<file path="config.mk">
export PLATFORM = sky130hd
export DESIGN_NAME = read_arbiter_rr
export DESIGN_NICKNAME = d
export VERILOG_FILES = /design/src/rtl/read_arb_pkg.sv /design/src/rtl/read_arbiter_rr_order_queue.sv /design/src/rtl/read_arbiter_rr.sv
export SDC_FILE = /design/constraint.sdc
export NUM_CORES = 1
export LEC_CHECK = 0
export BUFFER_PORTS_ARGS = -buffer_cell sky130_fd_sc_hd__buf_2
export CORE_MARGIN = 2
export CORE_UTILIZATION = 43
export CTS_CLUSTER_DIAMETER = 40
export CTS_CLUSTER_SIZE = 30
export DETAILED_ROUTE_END_ITERATION = 10
export PLACE_DENSITY = 0.77
export SYNTH_ARGS = -nofsm -noshare
export SYNTH_HDL_FRONTEND = slang
export SYNTH_SLANG_ARGS = --single-unit
</file>
<file path="constraint.sdc">
create_clock -name clk -period 9.6 [get_ports clk]
set_input_delay 1.92 -clock clk [delete_from_list [all_inputs] [get_ports clk]]
set_output_delay 1.92 -clock clk [all_outputs]
set_load 0.005 [all_outputs]
</file>
<file path="src/rtl/read_arb_pkg.sv">
// Shared types and helpers for the read-path arbiter: FSM encoding,
// arbitration result struct and the round-robin find-first search.
package read_arb_pkg;

  // Upper bound on requesters handled by one search (masters or slaves).
  localparam int MAX_N = 32;
  localparam int IDX_W = 5;

  typedef enum logic {
    IDLE  = 1'b0,
    GRANT = 1'b1
  } arb_state_e;

  typedef struct packed {
    logic             vld;
    logic [IDX_W-1:0] idx;
  } pick_t;

  // First set bit of req[0..n-1], scanning ptr, ptr+1, ... mod n.
  // Scanned back-to-front so the earliest position in search order wins.
  function automatic pick_t rr_pick(input logic [MAX_N-1:0] req,
                                    input int n, input int ptr);
    pick_t r;
    int    c;
    r = '0;
    for (int k = MAX_N - 1; k >= 0; k--) begin
      if (k < n) begin
        c = (ptr + k) % n;
        if (req[c]) begin
          r.vld = 1'b1;
          r.idx = IDX_W'(c);
        end
      end
    end
    return r;
  endfunction

endpackage

</file>
<file path="src/rtl/read_arbiter_rr_order_queue.sv">
// In-order FIFO of target slave indices for one (master, ID) pair.
// Head is the slave allowed to return data next for that ID.
module order_queue #(
  parameter int DATA_WIDTH = 1,
  parameter int DEPTH      = 4
) (
  input  logic                  clk,
  input  logic                  clr,
  input  logic                  push,
  input  logic                  pop,
  input  logic [DATA_WIDTH-1:0] din,
  output logic [DATA_WIDTH-1:0] head,
  output logic                  empty,
  output logic                  full
);

  localparam int PW = (DEPTH > 1) ? $clog2(DEPTH) : 1;
  localparam int CW = $clog2(DEPTH) + 1;

  logic [DEPTH-1:0][DATA_WIDTH-1:0] mem_q;
  logic [PW-1:0]                    wr_q, rd_q;
  logic [CW-1:0]                    cnt_q;

  function automatic logic [PW-1:0] nxt(input logic [PW-1:0] p);
    return (p == PW'(DEPTH - 1)) ? '0 : p + 1'b1;
  endfunction

  // Storage carries no reset; occupancy alone decides what is valid.
  always_ff @(posedge clk) begin
    if (push) mem_q[wr_q] <= din;
  end

  // Pointers and occupancy; push and pop together leave the count unchanged.
  always_ff @(posedge clk or negedge clr) begin
    if (!clr) begin
      wr_q  <= '0;
      rd_q  <= '0;
      cnt_q <= '0;
    end else begin
      if (push) wr_q <= nxt(wr_q);
      if (pop)  rd_q <= nxt(rd_q);
      cnt_q <= cnt_q + CW'(push) - CW'(pop);
    end
  end

  assign head  = mem_q[rd_q];
  assign empty = (cnt_q == '0);
  assign full  = (cnt_q == CW'(DEPTH));

endmodule

</file>
<file path="src/rtl/read_arbiter_rr.sv">
// AXI read-path arbiter: M masters onto AR, S slaves onto R. Each
// (master, ID) keeps an in-order queue of target slaves so R data can
// only be granted to the slave that is next in line for that ID.
module read_arbiter_rr
  import read_arb_pkg::*;
#(
  parameter int         M          = 2,
  parameter int         S          = 2,
  parameter int         ID_W       = 1,
  parameter int         DEPTH      = 4,
  parameter int         ADDR_WIDTH = 32,
  parameter logic [63:0] SLICE_SIZE = 64'h0001_0000,
  parameter int         ARB_MODE   = 0
) (
  input  logic                                     clk,
  input  logic                                     clr,
  input  logic [M-1:0]                             ar_req,
  input  logic [M-1:0][ADDR_WIDTH-1:0]             ar_addr,
  input  logic [M-1:0][ID_W-1:0]                   ar_id,
  output logic [M-1:0]                             ar_grant,
  output logic [M-1:0][$clog2(S)-1:0]              ar_sel,
  output logic [M-1:0]                             ar_decerr,
  input  logic [S-1:0]                             r_req,
  input  logic [S-1:0][$clog2(M)+ID_W-1:0]         r_id,
  input  logic [S-1:0]                             r_hs,
  input  logic [S-1:0]                             r_last,
  output logic [S-1:0]                             r_grant,
  output logic [S-1:0][$clog2(M)-1:0]              r_sel,
  output logic [M-1:0]                             q_full
);

  localparam int SEL_W = $clog2(S);
  localparam int MID_W = $clog2(M);
  localparam int RID_W = MID_W + ID_W;
  localparam int NID   = 1 << ID_W;
  localparam int NQ    = M * NID;
  localparam int QW    = $clog2(NQ);
  localparam logic [ADDR_WIDTH-1:0] SLICE = ADDR_WIDTH'(SLICE_SIZE);

  // Queue array, flattened as index = master*NID + id.
  logic [NQ-1:0]            q_push, q_pop, q_empty, q_full_v;
  logic [NQ-1:0][SEL_W-1:0] q_head;
  logic [SEL_W-1:0]         q_din;

  for (genvar g = 0; g < NQ; g++) begin : g_q
    order_queue #(.DATA_WIDTH(SEL_W), .DEPTH(DEPTH)) u_q (
      .clk   (clk),
      .clr   (clr),
      .push  (q_push[g]),
      .pop   (q_pop[g]),
      .din   (q_din),
      .head  (q_head[g]),
      .empty (q_empty[g]),
      .full  (q_full_v[g])
    );
  end

  // ---------------- AR side ----------------
  logic [M-1:0][ADDR_WIDTH-1:0] slot_idx;
  logic [M-1:0]                 decerr, ar_elig;
  logic [M-1:0][QW-1:0]         ar_qi;
  pick_t                        ar_pick;
  logic [MID_W-1:0]             aw;
  arb_state_e                   ar_state_q;
  logic [MID_W-1:0]             ar_snd_q, ar_ptr_q;
  logic [M-1:0]                 ar_grant_q, ar_decerr_q;

  // Decode each master's address and decide who may compete this cycle.
  always_comb begin
    for (int m = 0; m < M; m++) begin
      slot_idx[m] = ar_addr[m] / SLICE;
      decerr[m]   = slot_idx[m] >= ADDR_WIDTH'(S);
      ar_sel[m]   = decerr[m] ? '0 : slot_idx[m][SEL_W-1:0];
      ar_qi[m]    = QW'(m * NID + int'(ar_id[m]));
      // A decode error never pushes, so a full queue must not block it.
      ar_elig[m]  = ar_req[m] && (decerr[m] || !q_full_v[ar_qi[m]]);
    end
  end

  assign ar_pick = rr_pick(MAX_N'(ar_elig), M, (ARB_MODE != 0) ? 0 : int'(ar_ptr_q));
  assign aw      = MID_W'(ar_pick.idx);

  // Record the target slave for the winner's ID at the moment it is chosen.
  always_comb begin
    q_push = '0;
    q_din  = ar_sel[aw];
    if (ar_state_q == IDLE && ar_pick.vld && !decerr[aw]) q_push[ar_qi[aw]] = 1'b1;
  end

  // AR FSM: pick in IDLE, hold the grant until the winner drops its request.
  always_ff @(posedge clk or negedge clr) begin
    if (!clr) begin
      ar_state_q  <= IDLE;
      ar_snd_q    <= '0;
      ar_ptr_q    <= '0;
      ar_grant_q  <= '0;
      ar_decerr_q <= '0;
    end else begin
      ar_decerr_q <= '0;
      case (ar_state_q)
        IDLE: if (ar_pick.vld) begin
          ar_snd_q    <= aw;
          ar_grant_q  <= M'(1) << aw;
          ar_decerr_q <= decerr[aw] ? (M'(1) << aw) : '0;
          ar_ptr_q    <= MID_W'((int'(aw) + 1) % M);
          ar_state_q  <= GRANT;
        end
        GRANT: if (!ar_req[ar_snd_q]) begin
          ar_grant_q <= '0;
          ar_state_q <= IDLE;
        end
        default: ar_state_q <= IDLE;
      endcase
    end
  end

  assign ar_grant  = ar_grant_q;
  assign ar_decerr = ar_decerr_q;

  // Any full ID queue of a master is reported for that master.
  always_comb begin
    for (int m = 0; m < M; m++) q_full[m] = |q_full_v[m*NID +: NID];
  end

  // ---------------- R side ----------------
  logic [S-1:0][MID_W-1:0] r_mm;
  logic [S-1:0][QW-1:0]    r_qi;
  logic [S-1:0]            r_elig;
  pick_t                   r_pick;
  logic [SEL_W-1:0]        rw;
  arb_state_e              r_state_q;
  logic [SEL_W-1:0]        r_snd_q, r_ptr_q;
  logic [S-1:0]            r_grant_q;

  // A slave may return data only if it is at the head of its ID's queue.
  always_comb begin
    for (int s = 0; s < S; s++) begin
      r_mm[s]   = r_id[s][RID_W-1:ID_W];
      r_sel[s]  = r_mm[s];
      r_qi[s]   = QW'(int'(r_mm[s]) * NID + int'(r_id[s][ID_W-1:0]));
      r_elig[s] = r_req[s] && (int'(r_mm[s]) < M) && !q_empty[r_qi[s]]
                  && (q_head[r_qi[s]] == SEL_W'(s));
    end
  end

  assign r_pick = rr_pick(MAX_N'(r_elig), S, (ARB_MODE != 0) ? 0 : int'(r_ptr_q));
  assign rw     = SEL_W'(r_pick.idx);

  // The queue entry is consumed when the burst is granted, not when it ends.
  always_comb begin
    q_pop = '0;
    if (r_state_q == IDLE && r_pick.vld) q_pop[r_qi[rw]] = 1'b1;
  end

  // R FSM: pick in IDLE, hold the grant until a handshaked last beat.
  always_ff @(posedge clk or negedge clr) begin
    if (!clr) begin
      r_state_q <= IDLE;
      r_snd_q   <= '0;
      r_ptr_q   <= '0;
      r_grant_q <= '0;
    end else begin
      case (r_state_q)
        IDLE: if (r_pick.vld) begin
          r_snd_q   <= rw;
          r_grant_q <= S'(1) << rw;
          r_ptr_q   <= SEL_W'((int'(rw) + 1) % S);
          r_state_q <= GRANT;
        end
        GRANT: if (r_hs[r_snd_q] && r_last[r_snd_q]) begin
          r_grant_q <= '0;
          r_state_q <= IDLE;
        end
        default: r_state_q <= IDLE;
      endcase
    end
  end

  assign r_grant = r_grant_q;

endmodule

</file>
==> results of run 1 <==
[flip-flops by register name, indices dropped and copies added, names as in the netlist]
signal         cells
ar_state_q         1
ar_ptr_q           1
r_snd_q            1
r_ptr_q            1
ar_snd_q           1
g_q.u_q.cnt_q     12
ar_grant           2
g_q.u_q.wr_q       8
g_q.u_q.rd_q       8
r_grant            2
ar_decerr          2
g_q.u_q.mem_q     16
r_state_q          1
[where the power goes]
group	internal [µW]	leakage [µW]	switching (µW)	total, µW
clock	49.9	0.0000410	72.4	122
sequential	309	0.000650	73.6	383
combinational	137	0.00104	116	253
total	497	0.00173	262	758
[critical path, cell delays in order]
cell     delay [ps]
buf_2           100
nor4_1          310
nand4_1         270
nor2_1          190
buf_2           140
[synthesized netlist by cell type, types with 3 or more instances]
cell type and number:
nor2_1 23, nor2b_1 3, edfxtp_1 16, a22o_1 5, fa_1 4, a22oi_1 3, dfrtp_1 40, nand2_1 5
nor3_1 8, and2_1 17, inv_1 40, ha_1 28, o21ai_0 7, nand2b_1 5, mux4_2 4, nor4_1 7
mux2_2 16, nor4b_1 4, xnor2_1 7
[routing by layer]
layer | track usage [%] | vias up
met4 | 4.87 | 0
li1 | - | 1100
met3 | 3.27 | 7
met2 | 25.3 | 79
met1 | 19.0 | 1099
met5 | 0 | -
[stage by stage]
step	setup slack, ps	total power (µW)	hold slack (ps)	std cells
final	4760	758	493	442
after floorplan	5090	561	468	281
after global placement	4800	624	466	435
after CTS	4740	768	494	442
after global routing	4630	823	511	442
after detailed placement	4690	643	468	435
[placed cells by master (no fill, tap or decap), types with 2 or more instances in the layout]
cell type  instances
edfxtp_1          16
and4_1             2
nor4bb_1           2
nor4b_1            4
o211ai_1           2
mux2_2            16
ha_1              28
mux4_2             4
fa_1               4
nor2_1            23
clkbuf_8           5
a32oi_1            2
o21a_1             2
nor4_1             7
and2_1            17
nand4_1            2
nor3_1             8
or3_1              2
nand2b_1           5
inv_1             40
o21ai_0            7
nand3_1            2
a311oi_1           2
o31ai_1            2
mux2_4             2
nand2_1            5
xnor2_1            7
a22oi_1            3
buf_2             59
a22o_1             5
a31oi_1            2
dfrtp_1           40
nor2b_1            3
[final timing paths]
check / cells past startpoint / startpoint / end / slack (ps)
min reg2reg: 1 / r_grant[0] / r_grant[0] / 490
max reg2reg: 12 / g_q[0].u_q.rd_q[0] / g_q[0].u_q.cnt_q[2] / 6130
max: 5 / ar_addr[24] / ar_sel[0] / 4760
max in group asynchronous: 1 / clr / g_q[1].u_q.rd_q[0] / 7290
min: 1 / r_grant[0] / r_grant[0] / 490
min in group asynchronous: 1 / clr / g_q[2].u_q.cnt_q[0] / 1730
[final cells by class]
class	count	area, µm²
Clock inverter	1	5.00
Timing Repair Buffer	59	295
Multi-Input combinational cell	181	1530
Fill cell	660	3560
Clock buffer	6	72.6
Sequential cell	56	1480
Tap cell	99	124
Inverter	40	150
[logic make-up after synthesis]
family | count (synthesis)
fa+ha+maj | 32
compound gates | 35
flops | 56
xor+xnor | 8
buf+inv | 44
mux | 22
simple gates | 84
==> summary.md, run 1 <==
| Metric | Value |
|---|---|
| FF+latch count, synth | 56 |
| Top post-synthesis cells by area | dfrtp_1, edfxtp_1, ha_1, mux2_2, inv_1 |
| Lkg Pwr | ~0.0017 µW |
| FMAX | roughly 210 MHz |
| CTS root buf | clkbuf_8 |
| Synth Warn # | 0 |
| HPWL after DPL | 4340 µm |
| Syn Nets | 393 |
| Seq/Total Area, Yosys | a little under half |
| Synth-to-Final Area Change | 14.9% |
| Drt first pass iters | 4 |
| Highest metal used | met4 |
| Vias in the first global route | ~2300 |
| CTS Buf Count | 5 |
| Xor/xnor cell area share of the yosys netlist | about 2.2% |
| I/O pin total | just over 90 |
| Async SR Flop Fraction | 71.4% |
| DRC errors left | 0 |
| Worst slew pin tran | 905 ps |
| Final GP Congestion | just under 0.8 |
| Hold WC Path Type | register to register |
| Dpl cell area | 3580 µm² |
| Compound-Gate Fraction of Synth Area | under 10% |
| Fin crit share | between 50% and 60% |
| Die area | about 8100 µm² |
| H-Tree Depth | 2 |
| Final Instance Area | 3660 µm² |
| Initial core utilization | between 40% and 50% |
| Vias per cell | a little over 5 |
| Mux share of post-synthesis cell area | 9.43% |
| Mapped Cells | 281 |
| Post-route ant nets | 0 |
| Worst-Skew Late Latency | 310 ps |
| Post-Synth Adder-Cell Area | between 10% and 20% |
| Final WL | between 5000 and 6000 µm |
| Slew headroom | about two fifths |
| First-pass GRT wire length | a little under 10000 µm |
| Post-CTS setup repair buffer count | 0 |
| Met2 WL | 2690 µm |
| CP Class | input port to primary output |
| Via count | between 2000 and 2500 |
| CTS tree | yes |
| CP startpoint kind | input port |
| # clock sinks | 56 |
| Met1 wire length | 2530 µm |
| Clock period minus worst slack | 4840 ps |
| IO buf count | between 50 and 60 |
| Hold_buf cts | 0 |
| RSZ-0062 raised after global routing | false |
| Data arrival, critical path | ~3000 ps |
| EDFF count, synth | 16 |
| Worst vdd ir | a little under 0.1 mV |
| Most common flop cell mapped by yosys | dfrtp_1 |
| Final Util | 50.7% |
| Final setup vio count | 0 |
| Max_cap viols | 0 |
| Crit Path Max Fanout | 5 |
| # nets final | 455 |
| Syn_area_per_cell | between 10 and 15 µm² |
| Post-CTS sizing | 0 |
| Tot GR Track Use | between 10 and 15% |
| Clock-pin transition on the worst setup and hold timing paths | around 90 ps |
| Final Hold Fails | 0 |
| Diodes inserted | 0 |
| Leading area contributor after synthesis | dfrtp_1 |
| Initial antenna violation count | 0 |
| Layout cell share with drive strength beyond 1 | 25.9% |
| Clock Tree Buf Depth | 2 |
| Core area | 7210 µm² |
| Top-area cell type share of the netlist area | between 30% and 40% |
| DRT iter0 DRCs | ~100 |
| Power Dens Cells | a little over 200 nW/µm² |
| Mapped Area | between 3000 and 4000 µm² |
| Status | finished clean |
| Congestion Overflow GR | 0 |
| Cell variety after synth | 45 |
| Largest net degree at the start of global routing | just over 40 |
| WL/cell | between 10 and 15 µm |
| Crit. End Element | primary output |
| Wire length on met3 | about 330 µm |
| Main combinational cell family by area after synthesis | simple AND/OR/NAND/NOR gates |
| Simple-gate share of the synthesized area | between 10% and 20% |
| Die X | around 90 µm |
| DIE HEIGHT | between 90 and 100 µm |
| Final clock skew | roughly 10 ps |
| Row cnt | 31 |
| Setup TNS | 0 ps |
| Worst EP required | 7680 ps |
| Max-slew violations | 0 |
(Power assumes the default switching activity.)
==> run 2, diff against run 1 <==
==> constraint.sdc (replaced) <==
create_clock -name clk -period 4.91 [get_ports clk]
set_input_delay 0.982 -clock clk [delete_from_list [all_inputs] [get_ports clk]]
set_output_delay 0.982 -clock clk [all_outputs]
set_load 0.005 [all_outputs]
==> summary.md, run 2 (synthesis results as in run 1) <==
| Metric | Value |
|---|---|
| Clock period minus worst slack | about 3500 ps |
| Worst-Skew Late Latency | 300 ps (about the same) |
| Vias per cell | 5.10 (-1.3%) |
| WL/cell | 12.3 µm (-3.2%) |
| HPWL after DPL | 4310 µm (-0.58%) |
| Core area | 7210 µm² (unchanged) |
| Die area | 8110 µm² (unchanged) |
| Most frequent cells in the layout | buf_2, inv_1, dfrtp_1 |
| Final Hold Fails | 0 (unchanged) |
| Area occupied by multi-input gates | 1530 µm² (unchanged) |
| Post-route ant nets | 0 (unchanged) |
| Slew headroom | 39.6% (-0.093 points) |
| Most common cell after layout, fill and taps aside | buf_2 |
| Final GP Congestion | 0.779 (+0.55%) |
| Clock-pin transition on the worst setup and hold timing paths | 90 ps (about the same) |
| Tot GR Track Use | 14.4% (-0.53 points) |
| H-Tree Depth | 2 (unchanged) |
| RSZ-0062 raised after global routing | false |
| Status | finished clean |
| First-pass GRT wire length | 9650 µm (-3.0%) |
| Die X | 90.1 µm (unchanged) |
| Register area | 1480 µm² (unchanged) |
| CP Class | input port to register |
| Post-CTS sizing | 0 (unchanged) |
| Diodes inserted | 0 (unchanged) |
| Fin cells | 443 (+0.23%) |
| Clock Tree Buf Depth | 2 (unchanged) |
| Worst EP required | 5140 ps (-2540 ps) |
| DRT iter0 DRCs | 77 (-25%) |
| Largest Register | g_q.u_q.mem_q |
| Worst slew pin tran | 906 ps (+1.39 ps) |
| Setup TNS | 0 ps (unchanged) |
| Largest net degree at the start of global routing | 41 (unchanged) |
| Crit. End Element | register |
| Layout cell share with drive strength beyond 1 | 25.9% (-0.075 points) |
| Worst vdd ir | 0.180 mV (+87%) |
| # nets final | 455 (unchanged) |
| Final hold slack | 487 ps (-5.77 ps) |
| Max-slew violations | 0 (unchanged) |
| Final WL | 5450 µm (-3.0%) |
| Placed insts | 435 (unchanged) |
| Power Dens Cells | 405 nW/µm² (+95%) |
| Post-CTS setup repair buffer count | 0 (unchanged) |
| Vias in the first global route | 2223 (-4.1%) |
| Row cnt | 31 (unchanged) |
| Final Util | 50.9% (+0.17 points) |
| IO buf count | 59 (unchanged) |
| FMAX | 283 MHz |
| Max reg flops | 16 (unchanged) |
| CTS Buf Count | 5 (unchanged) |
| Power, Total | 1490 µW (+96%) |
| I/O pin total | 92 (unchanged) |
| Hold WC Path Type | register to register |
| Congestion Overflow GR | 0 (unchanged) |
| Via count | 2261 (-1.1%) |
| Hold_buf cts | 0 (unchanged) |
| Synth-to-Final Area Change | 15.2% |
| Final clock skew | 7.67 ps (-2.72 ps) |
| CP startpoint kind | input port |
| DIE HEIGHT | 90.1 µm (unchanged) |
| Final setup vio count | 0 (unchanged) |
| Worst R2R Setup Slack | 1470 ps (-4660 ps) |
| Drt first pass iters | 4 (unchanged) |
| Crit Path Max Fanout | 7 (+2) |
| Biggest regs | g_q.u_q.mem_q (16), g_q.u_q.cnt_q (12) |
| Initial antenna violation count | 0 (unchanged) |
| Data arrival, critical path | 3770 ps (+850 ps) |
| CTS root buf | clkbuf_8 |
| Max_cap viols | 0 (unchanged) |
| CTS tree | yes |
| Lkg Pwr | 0.00173 µW (about the same) |
| Initial core utilization | 44.1% (unchanged) |
| Fin crit share | slightly above 70% |
| DRC errors left | 0 (unchanged) |
| Filler instances | 663 (+0.45%) |
| # clock sinks | 56 (unchanged) |
run 2: area by class of cell:
type	instances	area share, %
multi-input combinational	181	41.7
timing repair buffer	59	8.05
sequential	56	40.4
tap	99	3.38
clock buffer	8	2.45
inverter	40	4.09
run 2: where the power goes:
group | total [µW] | switching [µW] | internal [µW]
clock network | 254 | 139 | 115
registers | 747 | 143 | 604
logic | 485 | 221 | 265
run 2: worst paths after layout:
check / startpoint / endpoint / cells past startpoint
setup / recovery: ar_addr[63] / g_q[1].u_q.cnt_q[2] / 12
max in group asynchronous: clr / g_q[1].u_q.rd_q[0] / 1
setup reg to reg: g_q[2].u_q.rd_q[0] / g_q[2].u_q.cnt_q[2] / 13
min in group asynchronous: clr / g_q[2].u_q.wr_q[0] / 1
hold / removal: ar_grant[0] / ar_grant[0] / 2
hold reg to reg: ar_grant[0] / ar_grant[0] / 2
run 2: per-stage QoR:
stage | worst slack (ps) | area, µm²
finish | 1370 | 3670
global placement | 1060 | 3580
CTS | 1320 | 3670
floorplan | 1440 | 3180
detailed placement | 979 | 3580
global route | 961 | 3670
run 2: routing by layer:
metal | vias up | GRT usage, % | routed length, µm
li1 | 1105 | - | -
met1 | 1081 | 19.6 | 2510
met2 | 68 | 23.8 | 2570
met3 | 7 | 2.85 | 302
met4 | 0 | 3.59 | 59
met5 | - | 0 | 0
run 2: critical path: stages:
cell and delay [ps]:
buf_2 90, nor4_1 330, nand4_1 210, o21a_1 290, a211o_1 380, or3_1 480, inv_1 110, ha_1 140
inv_1 50, fa_1 370, xnor2_1 200, xnor2_1 140
==> run 3, diff against run 2 <==
==> constraint.sdc (replaced) <==
create_clock -name clk -period 3.4 [get_ports clk]
set_input_delay 0.68 -clock clk [delete_from_list [all_inputs] [get_ports clk]]
set_output_delay 0.68 -clock clk [all_outputs]
set_load 0.005 [all_outputs]
==> summary.md, run 3 (synthesis results as in run 1) <==
| Metric | Value |
|---|---|
| CTS root buf | clkbuf_8 |
| Final setup vio count | 0 (unchanged) |
| IO buf count | 59 (unchanged) |
| Via count | 2316 (+2.4%) |
| Lkg Pwr | 0.00182 µW (+5.3%) |
| Worst-Skew Late Latency | 310 ps (about the same) |
| Fin cells | 456 (+2.9%) |
| Max-slew violations | 0 (unchanged) |
| Status | finished clean |
| # nets final | 468 (+2.9%) |
| Worst slew pin tran | 941 ps (+34.5 ps) |
| Die area | 8110 µm² (unchanged) |
| Initial antenna violation count | 0 (unchanged) |
| Initial core utilization | 44.1% (unchanged) |
| Most frequent cells in the layout | buf_2, inv_1, dfrtp_1 |
| Vias in the first global route | 2277 (+2.4%) |
| Clock Tree Buf Depth | 2 (unchanged) |
| Synth-to-Final Area Change | 20.6% |
| Largest net degree at the start of global routing | 41 (unchanged) |
| FMAX | slightly above 300 MHz |
| Crit Path Max Fanout | 4 (-3) |
| DIE HEIGHT | 90.1 µm (unchanged) |
| Post-route ant nets | 0 (unchanged) |
| CTS Buf Count | 5 (unchanged) |
| Die X | 90.1 µm (unchanged) |
| First-pass GRT wire length | 10000 µm (+4.1%) |
| Data arrival, critical path | 3440 ps (-330 ps) |
| Filler instances | 651 (-1.8%) |
| Diodes inserted | 0 (unchanged) |
| RSZ-0062 raised after global routing | true |
| Drt first pass iters | 4 (unchanged) |
| Clock period minus worst slack | approximately 3200 ps |
| Crit. End Element | register |
| Layout cell share with drive strength beyond 1 | 31.4% (+5.5 points) |
| Congestion Overflow GR | 0 (unchanged) |
| Row cnt | 31 (unchanged) |
| WL/cell | 13.0 µm (+5.8%) |
| Vias per cell | 5.08 (-0.49%) |
| Final WL | 5930 µm (+8.9%) |
| Final clock skew | 6.17 ps (-1.50 ps) |
| DRT iter0 DRCs | 85 (+10%) |
| Fin crit share | between 90% and 100% |
| Max_cap viols | 0 (unchanged) |
| CP Class | register to register |
| Area occupied by multi-input gates | 1600 µm² (+4.6%) |
| Worst vdd ir | 0.269 mV (+50%) |
| CTS tree | yes |
| Largest Register | g_q.u_q.mem_q |
| Worst EP required | 3600 ps (-1540 ps) |
| Core area | 7210 µm² (unchanged) |
| # clock sinks | 56 (unchanged) |
| Power Dens Cells | 587 nW/µm² (+45%) |
| Power, Total | 2260 µW (+52%) |
| DRC errors left | 0 (unchanged) |
| Final GP Congestion | 0.773 (-0.74%) |
| Tot GR Track Use | 15.2% (+0.81 points) |
| Register area | 1480 µm² (about the same) |
| Hold WC Path Type | input port to asynchronous set/reset pin |
| Biggest regs | g_q.u_q.mem_q (16), g_q.u_q.cnt_q (12) |
| CP startpoint kind | register |
| HPWL after DPL | 4570 µm (+6.0%) |
| Clock-pin transition on the worst setup and hold timing paths | 100 ps (about the same) |
| Max reg flops | 16 (unchanged) |
| Final Util | 53.2% (+2.4 points) |
| Slew headroom | 37.3% (-2.3 points) |
| Most common cell after layout, fill and taps aside | buf_2 |
| Placed insts | 447 (+2.8%) |
| Final Hold Fails | 0 (unchanged) |
| H-Tree Depth | 2 (unchanged) |
| I/O pin total | 92 (unchanged) |
[run 3: timing repair]
item / in CTS / in global routing
hold buffers: 0 / 0
setup endpoints to repair: 0 / 8
setup buffers: 0 / 1
resized for setup: 0 / 11
[run 3: stage by stage]
step / worst slack, ps / setup TNS [ps] / cell area [µm²] / hold slack, ps
after detailed placement: 44.5 / 0 / 3670 / 467
final: 158 / 0 / 3840 / 495
after CTS: 12.2 / 0 / 3760 / 495
after floorplan: 227 / 0 / 3180 / 384
after global placement: 126 / 0 / 3670 / 466
after global routing: -71.8 / -147 / 3840 / 505
[run 3: path summary, 6_finish.rpt]
kind	startpoint	endpoint	slack [ps]	cells past startpoint
worst min-delay path	clr	g_q[2].u_q.cnt_q[0]	500	1
min in group clk	ar_grant[0]	ar_grant[0]	500	2
max in group asynchronous	clr	g_q[0].u_q.rd_q[0]	2250	1
worst max register to register	g_q[0].u_q.rd_q[0]	g_q[1].u_q.cnt_q[2]	160	13
worst min register to register	ar_grant[0]	ar_grant[0]	500	2
worst max-delay path	g_q[0].u_q.rd_q[0]	g_q[1].u_q.cnt_q[2]	160	13
[run 3: power breakdown]
group	switching [µW]	leakage, µW	total [µW]	internal [µW]
Clock	212	0.0000510	376	163
Sequential	214	0.000649	1090	875
Combinational	361	0.00112	791	431
[run 3: worst max-delay path, cell delays in order, from the launching register on]
cell	delay [ps]
dfrtp_2	410
mux4_2	580
a32oi_2	260
nand2b_1	160
a311oi_2	340
a22oi_1	150
inv_1	80
ha_1	210
inv_1	50
ha_1	140
inv_1	60
fa_1	390
xnor2_1	150
xnor2_1	130
[run 3: layer usage]
metal	up-vias	wire [µm]	GRT usage, %
met4	0	26	3.59
li1	1130	-	-
met3	3	313	3.44
met1	1117	2670	19.6
met2	66	2920	26.1
met5	-	0	0
[run 3: area by class of cell]
| class | instances | area share [%] |
|---|---|---|
| Multi-Input combinational cell | 181 | 41.6 |
| Sequential cell | 56 | 38.6 |
| Timing Repair Buffer | 72 | 10.2 |
| Inverter | 40 | 3.91 |
| Tap cell | 99 | 3.22 |
| Clock buffer | 6 | 2.15 |
| Clock inverter | 2 | 0.261 |
